## config.mk

```make
export PLATFORM = sky130hd
export DESIGN_NAME = cvxif_issue_master_flat
export DESIGN_NICKNAME = d
export VERILOG_FILES = /design/src/rtl/cvxif_issue_pkg.sv /design/src/rtl/cvxif_issue_master_if.sv /design/src/rtl/cvxif_id_alloc.sv /design/src/rtl/cvxif_issue_master.sv /design/src/flat_wrapper.sv
export SDC_FILE = /design/constraint.sdc
export NUM_CORES = 1
export LEC_CHECK = 0
export BUFFER_PORTS_ARGS = -buffer_cell sky130_fd_sc_hd__buf_2
export CAP_MARGIN = 20
export CORE_MARGIN = 8
export CORE_UTILIZATION = 49
export CTS_CLUSTER_SIZE = 24
export DETAILED_ROUTE_END_ITERATION = 6
export PLACE_DENSITY = 0.93
export SYNTH_ARGS = -nofsm -noshare
export SYNTH_HDL_FRONTEND = slang
export SYNTH_SLANG_ARGS = --single-unit
```

## constraint.sdc

```tcl
create_clock -name clk_i -period 12.25 [get_ports clk_i]
set_clock_uncertainty 0.05 [all_clocks]
set_input_delay 1.8375 -clock clk_i [delete_from_list [all_inputs] [get_ports clk_i]]
set_output_delay 1.8375 -clock clk_i [all_outputs]
set_load 0.05 [all_outputs]
```

## src/rtl/cvxif_issue_pkg.sv

```systemverilog
// Shared types for the CV-X-IF issue master: payload structs and FSM state.
// Struct widths follow the localparams below; change them here when resizing.
package cvxif_issue_pkg;

  localparam int unsigned NR_OUT = 4;
  localparam int unsigned XLEN_W = 32;
  localparam int unsigned ID_W   = $clog2(NR_OUT);

  typedef struct packed {
    logic [31:0]       instr;
    logic [XLEN_W-1:0] rs1;
    logic [XLEN_W-1:0] rs2;
    logic [ID_W-1:0]   id;
  } issue_req_t;

  typedef struct packed {
    logic accept;
    logic writeback;
  } issue_resp_t;

  typedef struct packed {
    logic [ID_W-1:0]   id;
    logic [4:0]        rd;
    logic [XLEN_W-1:0] data;
  } result_t;

  typedef enum logic [1:0] {
    IDLE  = 2'd0,
    ISSUE = 2'd1,
    RESP  = 2'd2
  } state_e;

endpackage

```

## src/rtl/cvxif_issue_master_if.sv

```systemverilog
// Core request/response, CV-X-IF issue/result and core writeback signals.
// master = the issue master itself, slave = core + coprocessor side.
interface cvxif_issue_master_if #(
  parameter int unsigned NrOutstanding = 4,
  parameter int unsigned XLEN          = 32,
  parameter int unsigned IdWidth       = $clog2(NrOutstanding)
);
  logic               core_req_valid_i;
  logic               core_req_ready_o;
  logic [31:0]        core_instr_i;
  logic [XLEN-1:0]    core_rs1_i;
  logic [XLEN-1:0]    core_rs2_i;
  logic               core_resp_valid_o;
  logic               core_resp_accept_o;
  logic               core_resp_writeback_o;
  logic [IdWidth-1:0] core_resp_id_o;
  logic               x_issue_valid_o;
  logic               x_issue_ready_i;
  logic [31:0]        x_issue_instr_o;
  logic [XLEN-1:0]    x_issue_rs1_o;
  logic [XLEN-1:0]    x_issue_rs2_o;
  logic [IdWidth-1:0] x_issue_id_o;
  logic               x_issue_accept_i;
  logic               x_issue_writeback_i;
  logic               x_result_valid_i;
  logic               x_result_ready_o;
  logic [IdWidth-1:0] x_result_id_i;
  logic [4:0]         x_result_rd_i;
  logic [XLEN-1:0]    x_result_data_i;
  logic               core_wb_valid_o;
  logic [IdWidth-1:0] core_wb_id_o;
  logic [4:0]         core_wb_rd_o;
  logic [XLEN-1:0]    core_wb_data_o;
  logic [IdWidth:0]   busy_o;
  logic               err_o;

  modport master (
    input  core_req_valid_i, core_instr_i, core_rs1_i, core_rs2_i,
           x_issue_ready_i, x_issue_accept_i, x_issue_writeback_i,
           x_result_valid_i, x_result_id_i, x_result_rd_i, x_result_data_i,
    output core_req_ready_o, core_resp_valid_o, core_resp_accept_o,
           core_resp_writeback_o, core_resp_id_o,
           x_issue_valid_o, x_issue_instr_o, x_issue_rs1_o, x_issue_rs2_o, x_issue_id_o,
           x_result_ready_o, core_wb_valid_o, core_wb_id_o, core_wb_rd_o, core_wb_data_o,
           busy_o, err_o
  );

  modport slave (
    output core_req_valid_i, core_instr_i, core_rs1_i, core_rs2_i,
           x_issue_ready_i, x_issue_accept_i, x_issue_writeback_i,
           x_result_valid_i, x_result_id_i, x_result_rd_i, x_result_data_i,
    input  core_req_ready_o, core_resp_valid_o, core_resp_accept_o,
           core_resp_writeback_o, core_resp_id_o,
           x_issue_valid_o, x_issue_instr_o, x_issue_rs1_o, x_issue_rs2_o, x_issue_id_o,
           x_result_ready_o, core_wb_valid_o, core_wb_id_o, core_wb_rd_o, core_wb_data_o,
           busy_o, err_o
  );
endinterface

```

## src/rtl/cvxif_id_alloc.sv

```systemverilog
// Outstanding-ID tracker: bit vector with set/clear, lowest-free pick and
// a registered population count.
module cvxif_id_alloc #(
  parameter int unsigned NrOutstanding = 4,
  parameter int unsigned IdWidth       = $clog2(NrOutstanding)
) (
  input  logic                     clk_i,
  input  logic                     rst_i,
  input  logic                     set_i,
  input  logic [IdWidth-1:0]       set_id_i,
  input  logic                     clr_i,
  input  logic [IdWidth-1:0]       clr_id_i,
  output logic [NrOutstanding-1:0] outstanding_o,
  output logic                     free_o,
  output logic [IdWidth-1:0]       free_id_o,
  output logic [IdWidth:0]         busy_o
);

  logic [NrOutstanding-1:0] vec_q, vec_d;
  logic [IdWidth:0]         busy_q, busy_d;

  // Set is applied after clear so a same-edge set always wins.
  always_comb begin
    vec_d = vec_q;
    if (clr_i) vec_d[clr_id_i] = 1'b0;
    if (set_i) vec_d[set_id_i] = 1'b1;
    busy_d = '0;
    for (int i = 0; i < NrOutstanding; i++)
      busy_d = busy_d + (IdWidth+1)'(vec_d[i]);
  end

  // Pick from the registered vector so an ID freed this edge is not reused yet.
  always_comb begin
    free_id_o = '0;
    free_o    = 1'b0;
    for (int i = NrOutstanding - 1; i >= 0; i--) begin
      if (!vec_q[i]) begin
        free_id_o = IdWidth'(i);
        free_o    = 1'b1;
      end
    end
  end

  always_ff @(posedge clk_i or posedge rst_i) begin
    if (rst_i) begin
      vec_q  <= '0;
      busy_q <= '0;
    end else begin
      vec_q  <= vec_d;
      busy_q <= busy_d;
    end
  end

  assign outstanding_o = vec_q;
  assign busy_o        = busy_q;

endmodule

```

## src/rtl/cvxif_issue_master.sv

```systemverilog
// Core-side CV-X-IF initiator: offers one instruction at a time on the issue
// channel, reports the decision to the core and forwards results by ID.
module cvxif_issue_master
  import cvxif_issue_pkg::*;
#(
  parameter int unsigned NrOutstanding = NR_OUT,
  parameter int unsigned XLEN          = XLEN_W,
  parameter int unsigned IdWidth       = $clog2(NrOutstanding)
) (
  input logic                  clk_i,
  input logic                  rst_i,
  cvxif_issue_master_if.master bus
);

  state_e      state_q, state_d;
  issue_req_t  req_q, req_d;
  issue_resp_t resp_q, resp_d;
  logic        issue_valid_q, issue_valid_d;
  logic        resp_valid_q, resp_valid_d;

  result_t     wb_q, wb_d, res_in;
  logic        wb_valid_q, wb_valid_d;
  logic        err_q, err_d;
  logic        res_ready_q;

  logic [NrOutstanding-1:0] outstanding;
  logic                     free_any;
  logic [IdWidth-1:0]       free_id;
  logic [IdWidth:0]         busy;
  logic req_ready, core_hs, issue_hs, set_wb, res_take, res_hit;

  assign req_ready = (state_q == IDLE) && free_any;
  assign core_hs   = bus.core_req_valid_i && req_ready;
  assign issue_hs  = issue_valid_q && bus.x_issue_ready_i;
  assign set_wb    = issue_hs && bus.x_issue_accept_i && bus.x_issue_writeback_i;

  always_comb begin
    state_d       = state_q;
    req_d         = req_q;
    resp_d        = resp_q;
    issue_valid_d = issue_valid_q;
    resp_valid_d  = 1'b0;
    case (state_q)
      IDLE: if (core_hs) begin
        req_d = '{instr: bus.core_instr_i, rs1: bus.core_rs1_i,
                  rs2: bus.core_rs2_i, id: free_id};
        issue_valid_d = 1'b1;
        state_d       = ISSUE;
      end
      ISSUE: if (issue_hs) begin
        // A rejected instruction never produces a result, whatever writeback says.
        resp_d.accept    = bus.x_issue_accept_i;
        resp_d.writeback = bus.x_issue_accept_i && bus.x_issue_writeback_i;
        issue_valid_d    = 1'b0;
        resp_valid_d     = 1'b1;
        state_d          = RESP;
      end
      RESP:    state_d = IDLE;
      default: state_d = IDLE;
    endcase
  end

  always_ff @(posedge clk_i or posedge rst_i) begin
    if (rst_i) begin
      state_q       <= IDLE;
      req_q         <= '0;
      resp_q        <= '0;
      issue_valid_q <= 1'b0;
      resp_valid_q  <= 1'b0;
    end else begin
      state_q       <= state_d;
      req_q         <= req_d;
      resp_q        <= resp_d;
      issue_valid_q <= issue_valid_d;
      resp_valid_q  <= resp_valid_d;
    end
  end

  // Result path runs independently of the issue FSM.
  assign res_in   = '{id: bus.x_result_id_i, rd: bus.x_result_rd_i, data: bus.x_result_data_i};
  assign res_take = bus.x_result_valid_i && res_ready_q;
  assign res_hit  = res_take && outstanding[res_in.id];

  always_comb begin
    wb_d       = wb_q;
    wb_valid_d = res_hit;
    err_d      = err_q || (res_take && !res_hit);
    if (res_hit) wb_d = res_in;
  end

  always_ff @(posedge clk_i or posedge rst_i) begin
    if (rst_i) begin
      wb_q        <= '0;
      wb_valid_q  <= 1'b0;
      err_q       <= 1'b0;
      res_ready_q <= 1'b0;
    end else begin
      wb_q        <= wb_d;
      wb_valid_q  <= wb_valid_d;
      err_q       <= err_d;
      res_ready_q <= 1'b1;
    end
  end

  cvxif_id_alloc #(
    .NrOutstanding (NrOutstanding),
    .IdWidth       (IdWidth)
  ) u_id_alloc (
    .clk_i         (clk_i),
    .rst_i         (rst_i),
    .set_i         (set_wb),
    .set_id_i      (req_q.id),
    .clr_i         (res_hit),
    .clr_id_i      (res_in.id),
    .outstanding_o (outstanding),
    .free_o        (free_any),
    .free_id_o     (free_id),
    .busy_o        (busy)
  );

  assign bus.core_req_ready_o      = req_ready;
  assign bus.core_resp_valid_o     = resp_valid_q;
  assign bus.core_resp_accept_o    = resp_q.accept;
  assign bus.core_resp_writeback_o = resp_q.writeback;
  assign bus.core_resp_id_o        = req_q.id;
  assign bus.x_issue_valid_o       = issue_valid_q;
  assign bus.x_issue_instr_o       = req_q.instr;
  assign bus.x_issue_rs1_o         = req_q.rs1;
  assign bus.x_issue_rs2_o         = req_q.rs2;
  assign bus.x_issue_id_o          = req_q.id;
  assign bus.x_result_ready_o      = res_ready_q;
  assign bus.core_wb_valid_o       = wb_valid_q;
  assign bus.core_wb_id_o          = wb_q.id;
  assign bus.core_wb_rd_o          = wb_q.rd;
  assign bus.core_wb_data_o        = wb_q.data;
  assign bus.busy_o                = busy;
  assign bus.err_o                 = err_q;

endmodule

```

## src/flat_wrapper.sv

```systemverilog
// flat-port wrapper written by rule: the top's interface ports become plain ports
module cvxif_issue_master_flat import cvxif_issue_pkg::*;
#(
  parameter int unsigned NrOutstanding = NR_OUT,
  parameter int unsigned XLEN          = XLEN_W,
  parameter int unsigned IdWidth       = $clog2(NrOutstanding)
)
  (clk_i, rst_i, bus_core_req_valid_i, bus_core_instr_i, bus_core_rs1_i, bus_core_rs2_i, bus_x_issue_ready_i, bus_x_issue_accept_i, bus_x_issue_writeback_i, bus_x_result_valid_i, bus_x_result_id_i, bus_x_result_rd_i, bus_x_result_data_i, bus_core_req_ready_o, bus_core_resp_valid_o, bus_core_resp_accept_o, bus_core_resp_writeback_o, bus_core_resp_id_o, bus_x_issue_valid_o, bus_x_issue_instr_o, bus_x_issue_rs1_o, bus_x_issue_rs2_o, bus_x_issue_id_o, bus_x_result_ready_o, bus_core_wb_valid_o, bus_core_wb_id_o, bus_core_wb_rd_o, bus_core_wb_data_o, bus_busy_o, bus_err_o);
  cvxif_issue_master_if #(.NrOutstanding(NrOutstanding), .XLEN(XLEN), .IdWidth(IdWidth)) bus_i ();
  input logic clk_i;
  input logic rst_i;
  input wire logic [$bits(bus_i.core_req_valid_i)-1:0] bus_core_req_valid_i;
  input wire logic [$bits(bus_i.core_instr_i)-1:0] bus_core_instr_i;
  input wire logic [$bits(bus_i.core_rs1_i)-1:0] bus_core_rs1_i;
  input wire logic [$bits(bus_i.core_rs2_i)-1:0] bus_core_rs2_i;
  input wire logic [$bits(bus_i.x_issue_ready_i)-1:0] bus_x_issue_ready_i;
  input wire logic [$bits(bus_i.x_issue_accept_i)-1:0] bus_x_issue_accept_i;
  input wire logic [$bits(bus_i.x_issue_writeback_i)-1:0] bus_x_issue_writeback_i;
  input wire logic [$bits(bus_i.x_result_valid_i)-1:0] bus_x_result_valid_i;
  input wire logic [$bits(bus_i.x_result_id_i)-1:0] bus_x_result_id_i;
  input wire logic [$bits(bus_i.x_result_rd_i)-1:0] bus_x_result_rd_i;
  input wire logic [$bits(bus_i.x_result_data_i)-1:0] bus_x_result_data_i;
  output wire logic [$bits(bus_i.core_req_ready_o)-1:0] bus_core_req_ready_o;
  output wire logic [$bits(bus_i.core_resp_valid_o)-1:0] bus_core_resp_valid_o;
  output wire logic [$bits(bus_i.core_resp_accept_o)-1:0] bus_core_resp_accept_o;
  output wire logic [$bits(bus_i.core_resp_writeback_o)-1:0] bus_core_resp_writeback_o;
  output wire logic [$bits(bus_i.core_resp_id_o)-1:0] bus_core_resp_id_o;
  output wire logic [$bits(bus_i.x_issue_valid_o)-1:0] bus_x_issue_valid_o;
  output wire logic [$bits(bus_i.x_issue_instr_o)-1:0] bus_x_issue_instr_o;
  output wire logic [$bits(bus_i.x_issue_rs1_o)-1:0] bus_x_issue_rs1_o;
  output wire logic [$bits(bus_i.x_issue_rs2_o)-1:0] bus_x_issue_rs2_o;
  output wire logic [$bits(bus_i.x_issue_id_o)-1:0] bus_x_issue_id_o;
  output wire logic [$bits(bus_i.x_result_ready_o)-1:0] bus_x_result_ready_o;
  output wire logic [$bits(bus_i.core_wb_valid_o)-1:0] bus_core_wb_valid_o;
  output wire logic [$bits(bus_i.core_wb_id_o)-1:0] bus_core_wb_id_o;
  output wire logic [$bits(bus_i.core_wb_rd_o)-1:0] bus_core_wb_rd_o;
  output wire logic [$bits(bus_i.core_wb_data_o)-1:0] bus_core_wb_data_o;
  output wire logic [$bits(bus_i.busy_o)-1:0] bus_busy_o;
  output wire logic [$bits(bus_i.err_o)-1:0] bus_err_o;
  assign bus_i.core_req_valid_i = bus_core_req_valid_i;
  assign bus_i.core_instr_i = bus_core_instr_i;
  assign bus_i.core_rs1_i = bus_core_rs1_i;
  assign bus_i.core_rs2_i = bus_core_rs2_i;
  assign bus_i.x_issue_ready_i = bus_x_issue_ready_i;
  assign bus_i.x_issue_accept_i = bus_x_issue_accept_i;
  assign bus_i.x_issue_writeback_i = bus_x_issue_writeback_i;
  assign bus_i.x_result_valid_i = bus_x_result_valid_i;
  assign bus_i.x_result_id_i = bus_x_result_id_i;
  assign bus_i.x_result_rd_i = bus_x_result_rd_i;
  assign bus_i.x_result_data_i = bus_x_result_data_i;
  assign bus_core_req_ready_o = bus_i.core_req_ready_o;
  assign bus_core_resp_valid_o = bus_i.core_resp_valid_o;
  assign bus_core_resp_accept_o = bus_i.core_resp_accept_o;
  assign bus_core_resp_writeback_o = bus_i.core_resp_writeback_o;
  assign bus_core_resp_id_o = bus_i.core_resp_id_o;
  assign bus_x_issue_valid_o = bus_i.x_issue_valid_o;
  assign bus_x_issue_instr_o = bus_i.x_issue_instr_o;
  assign bus_x_issue_rs1_o = bus_i.x_issue_rs1_o;
  assign bus_x_issue_rs2_o = bus_i.x_issue_rs2_o;
  assign bus_x_issue_id_o = bus_i.x_issue_id_o;
  assign bus_x_result_ready_o = bus_i.x_result_ready_o;
  assign bus_core_wb_valid_o = bus_i.core_wb_valid_o;
  assign bus_core_wb_id_o = bus_i.core_wb_id_o;
  assign bus_core_wb_rd_o = bus_i.core_wb_rd_o;
  assign bus_core_wb_data_o = bus_i.core_wb_data_o;
  assign bus_busy_o = bus_i.busy_o;
  assign bus_err_o = bus_i.err_o;
  cvxif_issue_master #(.NrOutstanding(NrOutstanding), .XLEN(XLEN), .IdWidth(IdWidth)) u_core (.clk_i(clk_i), .rst_i(rst_i), .bus(bus_i));
endmodule
```

==> out/metrics.csv <==
stage;metric;value;unit
route;drt_iter0_markers;196;
clock_network;cts-resized-gates;0;
sta;rsz0062_at_grt;false;
clock_network;cts_tree;built;
clock_network;cts.sinks;153;
min_path;min-delay-path-class;register to register;
job;maxCapViolCount;0;
route;wl_per_cell;19.0;um
clock_network;path_clk_slew;0.06;ns
sta;slew_headroom;35.3;%
layout;multi_input_area;1850;um2
floorplanning;ios;292;
global_route;track_usage;20.1;%
floorplanning;die_w;125;um
yosys;syn_area_per_cell;16.4;um2
layout;fin_nets;797;
route;ant_nets;0;
setup_path;rrSetupSlack;9.84;ns
route;drcViolationCount;0;
yosys;synth_cell_type_count;27;
yosys;synthAdderAreaFrac;0.772;%
sta;tightest_slew;0.971;ns
global_route;antenna_found_initial;0;
sta;min_period;3.52;ns
clock_network;cts-htree-levels;4;
yosys;synth_top_family_by_area;multiplexers;
run_status;run_status;finished clean;
clock_network;ctsHoldBuffers;0;
layout;drive_gt1_share;69.9;%
sta;fmax;284;MHz
place;dp_hpwl;11.7;mm
yosys;synth-simple-area-share;1.97;%
yosys;netlist_top_cells_count;dfrtp_1 (153), mux2_2 (126), buf_4 (14);
sta;setup_tns;0;ns
floorplanning;initial_utilization;49.4;%
layout;seq_area;3830;um2
sta;fin_crit_sh;28.7;%
yosys;yosysTopAreaCellShare;65.6;%
route;drt-pass1-iter-count;4;
sta;drv_slew;0;
setup_path;worstSetupEndpointType;register;
place;routabilityCongestion;0.793;
sta;finalSetupViolCount;0;
place;portBuffers;291;
floorplanning;die_y;125;um
floorplanning;rows;40;
sta;final_hold_viol_count;0;
yosys;ys.flop_type;dfrtp_1;
floorplanning;core_area;11800;um2
clock_network;post_cts_buffers;0;
global_route;grt_overflow;0;
yosys;synth-edff-count;0;
global_route;grt_max_degree;80;
clock_network;insertion_delay;0.41;ns
global_route;grt_pass1_vias;4624;
yosys;yosysTopAreaCell;dfrtp_1;
route;wl;15.5;mm
yosys;seq_area_frac_synth;65.6;%
yosys;synth_compound_area_share;1.54;%
clock_network;cts-root-buf;clkbuf_16;
setup_path;worstSetupPathType;primary input to register;
yosys;synth-seq-cells;153;
layout;fill_cells;842;
sta;holdWs;0.428;ns
yosys;syn_inst;355;
setup_path;cp_data_required_time;12.50;ns
route;vias_per_cell;4.94;
yosys;synth_area_leaders;dfrtp_1 (66%), mux2_2 (24%), mux2_4 (2.3%);
clock_network;clock_path_buffers;2;
route;vias;4014;
yosys;async_flop_share;100;%
yosys;yosysMostFrequentCell;dfrtp_1;
yosys;synth_xor_area_share;0;%
layout;syn_to_final_growth;37.6;%
floorplanning;dieArea;15700;um2
yosys;synth-warning-count;0;
layout;n_antenna_cell;0;
setup_path;critPathMaxFanout;3;
clock_network;cts-buffers-inserted;17;
setup_path;cp-start-kind;primary input;
yosys;synthMuxAreaShare;27.1;%
yosys;synth.cell_area;5830;um2
global_route;grt_pass1_wl;24.6;mm
yosys;syn-num-nets;500;
setup_path;crit_arrival;3.77;ns
==> logic make-up (layout without fill, tap and decap cells) <==
logic type,Yosys count,after routing
other,1,1
DFF,153,153
muxes,138,138
buffers and inverters,24,334
adders and majority gates,3,3
AOI/OAI and AO/OA,14,14
and+or+nand+nor,22,22
==> final cells by class <==
class	count	share of cell area (%)
multi-input combinational	178	23.0
tap	147	2.29
clock inverter	12	2.45
inverter	7	0.390
timing repair buffer	295	18.5
clock buffer	20	5.69
sequential	153	47.7
==> worst max-delay path, cell delays in order <==
cell     delay (ns)
buf_2          0.10
nand4_1        0.17
or2_2          0.33
o21ai_0        0.33
fa_1           0.50
ha_1           0.21
ha_1           0.27
==> path summary, 6_finish.rpt <==
path / start / depth (start not counted) / endpoint
worst min-delay path: u_core.bus.err_o$_DFF_PP0_ / 1 / u_core.bus.err_o$_DFF_PP0_
min in group asynchronous: rst_i / 2 / u_core.bus.x_issue_rs2_o[26]$_DFFE_PP0P_
worst min register to register: u_core.bus.err_o$_DFF_PP0_ / 1 / u_core.bus.err_o$_DFF_PP0_
worst max register to register: u_core.bus.x_issue_valid_o$_DFFE_PP0P_ / 6 / u_core.u_id_alloc.busy_o[1]$_DFF_PP0_
max in group asynchronous: rst_i / 3 / u_core.bus.x_issue_instr_o[2]$_DFFE_PP0P_
worst max-delay path: bus_x_issue_accept_i / 7 / u_core.u_id_alloc.busy_o[1]$_DFF_PP0_
==> placed cells by master, fill, tap and decap left out, types with 2 or more instances in the layout <==
cell type,synthesis,final
nand3_1,2,2
dfrtp_1,153,153
mux2i_1,3,3
inv_1,7,6
clkbuf_16,0,17
o21ai_0,9,9
mux2_2,126,126
nand3b_1,3,3
buf_2,1,291
clkbuf_8,0,2
o31ai_1,2,2
buf_4,14,4
clkinvlp_4,0,3
ha_1,2,2
mux2_4,9,9
bufinv_16,0,5
clkinv_2,0,3
nand2_1,10,10
==> sequential cells by signal, indices dropped and copies added, names as in the netlist, 3 cells and up <==
signal / count
u_core.bus.core_wb_rd_o: 5
u_core.bus.core_wb_data_o: 32
u_core.bus.x_issue_rs1_o: 32
u_core.bus.x_issue_rs2_o: 32
u_core.u_id_alloc.outstanding_o: 4
u_core.bus.x_issue_instr_o: 32
u_core.u_id_alloc.busy_o: 3
==> stage by stage <==
| stage | setup WS, ns | std cells | area [um2] | utilization [%] |
|---|---|---|---|---|
| 5_1_grt | 8.66 | 812 | 8030 | 68.0 |
| 2_1_floorplan | 6.24 | 355 | 5830 | - |
| 4_1_cts | 8.76 | 812 | 8030 | 68.0 |
| 3_3_place_gp | 8.40 | 780 | 7380 | 62.4 |
| 6_report | 8.73 | 812 | 8030 | 68.0 |
| 3_5_place_dp | 8.30 | 780 | 7380 | 62.4 |
==> per-layer routing <==
layer / wire (um) / GRT usage [%] / up-vias
met5: 0 / 0 / -
met4: 384 / 9.53 / 0
met3: 1280 / 8.46 / 31
met2: 8180 / 35.3 / 188
met1: 5600 / 20.2 / 1952
li1: - / - / 1843
Power is left out: the tool's default activity adds up to more than one toggle a clock period on the data nets, which glitch-free logic cannot reach.
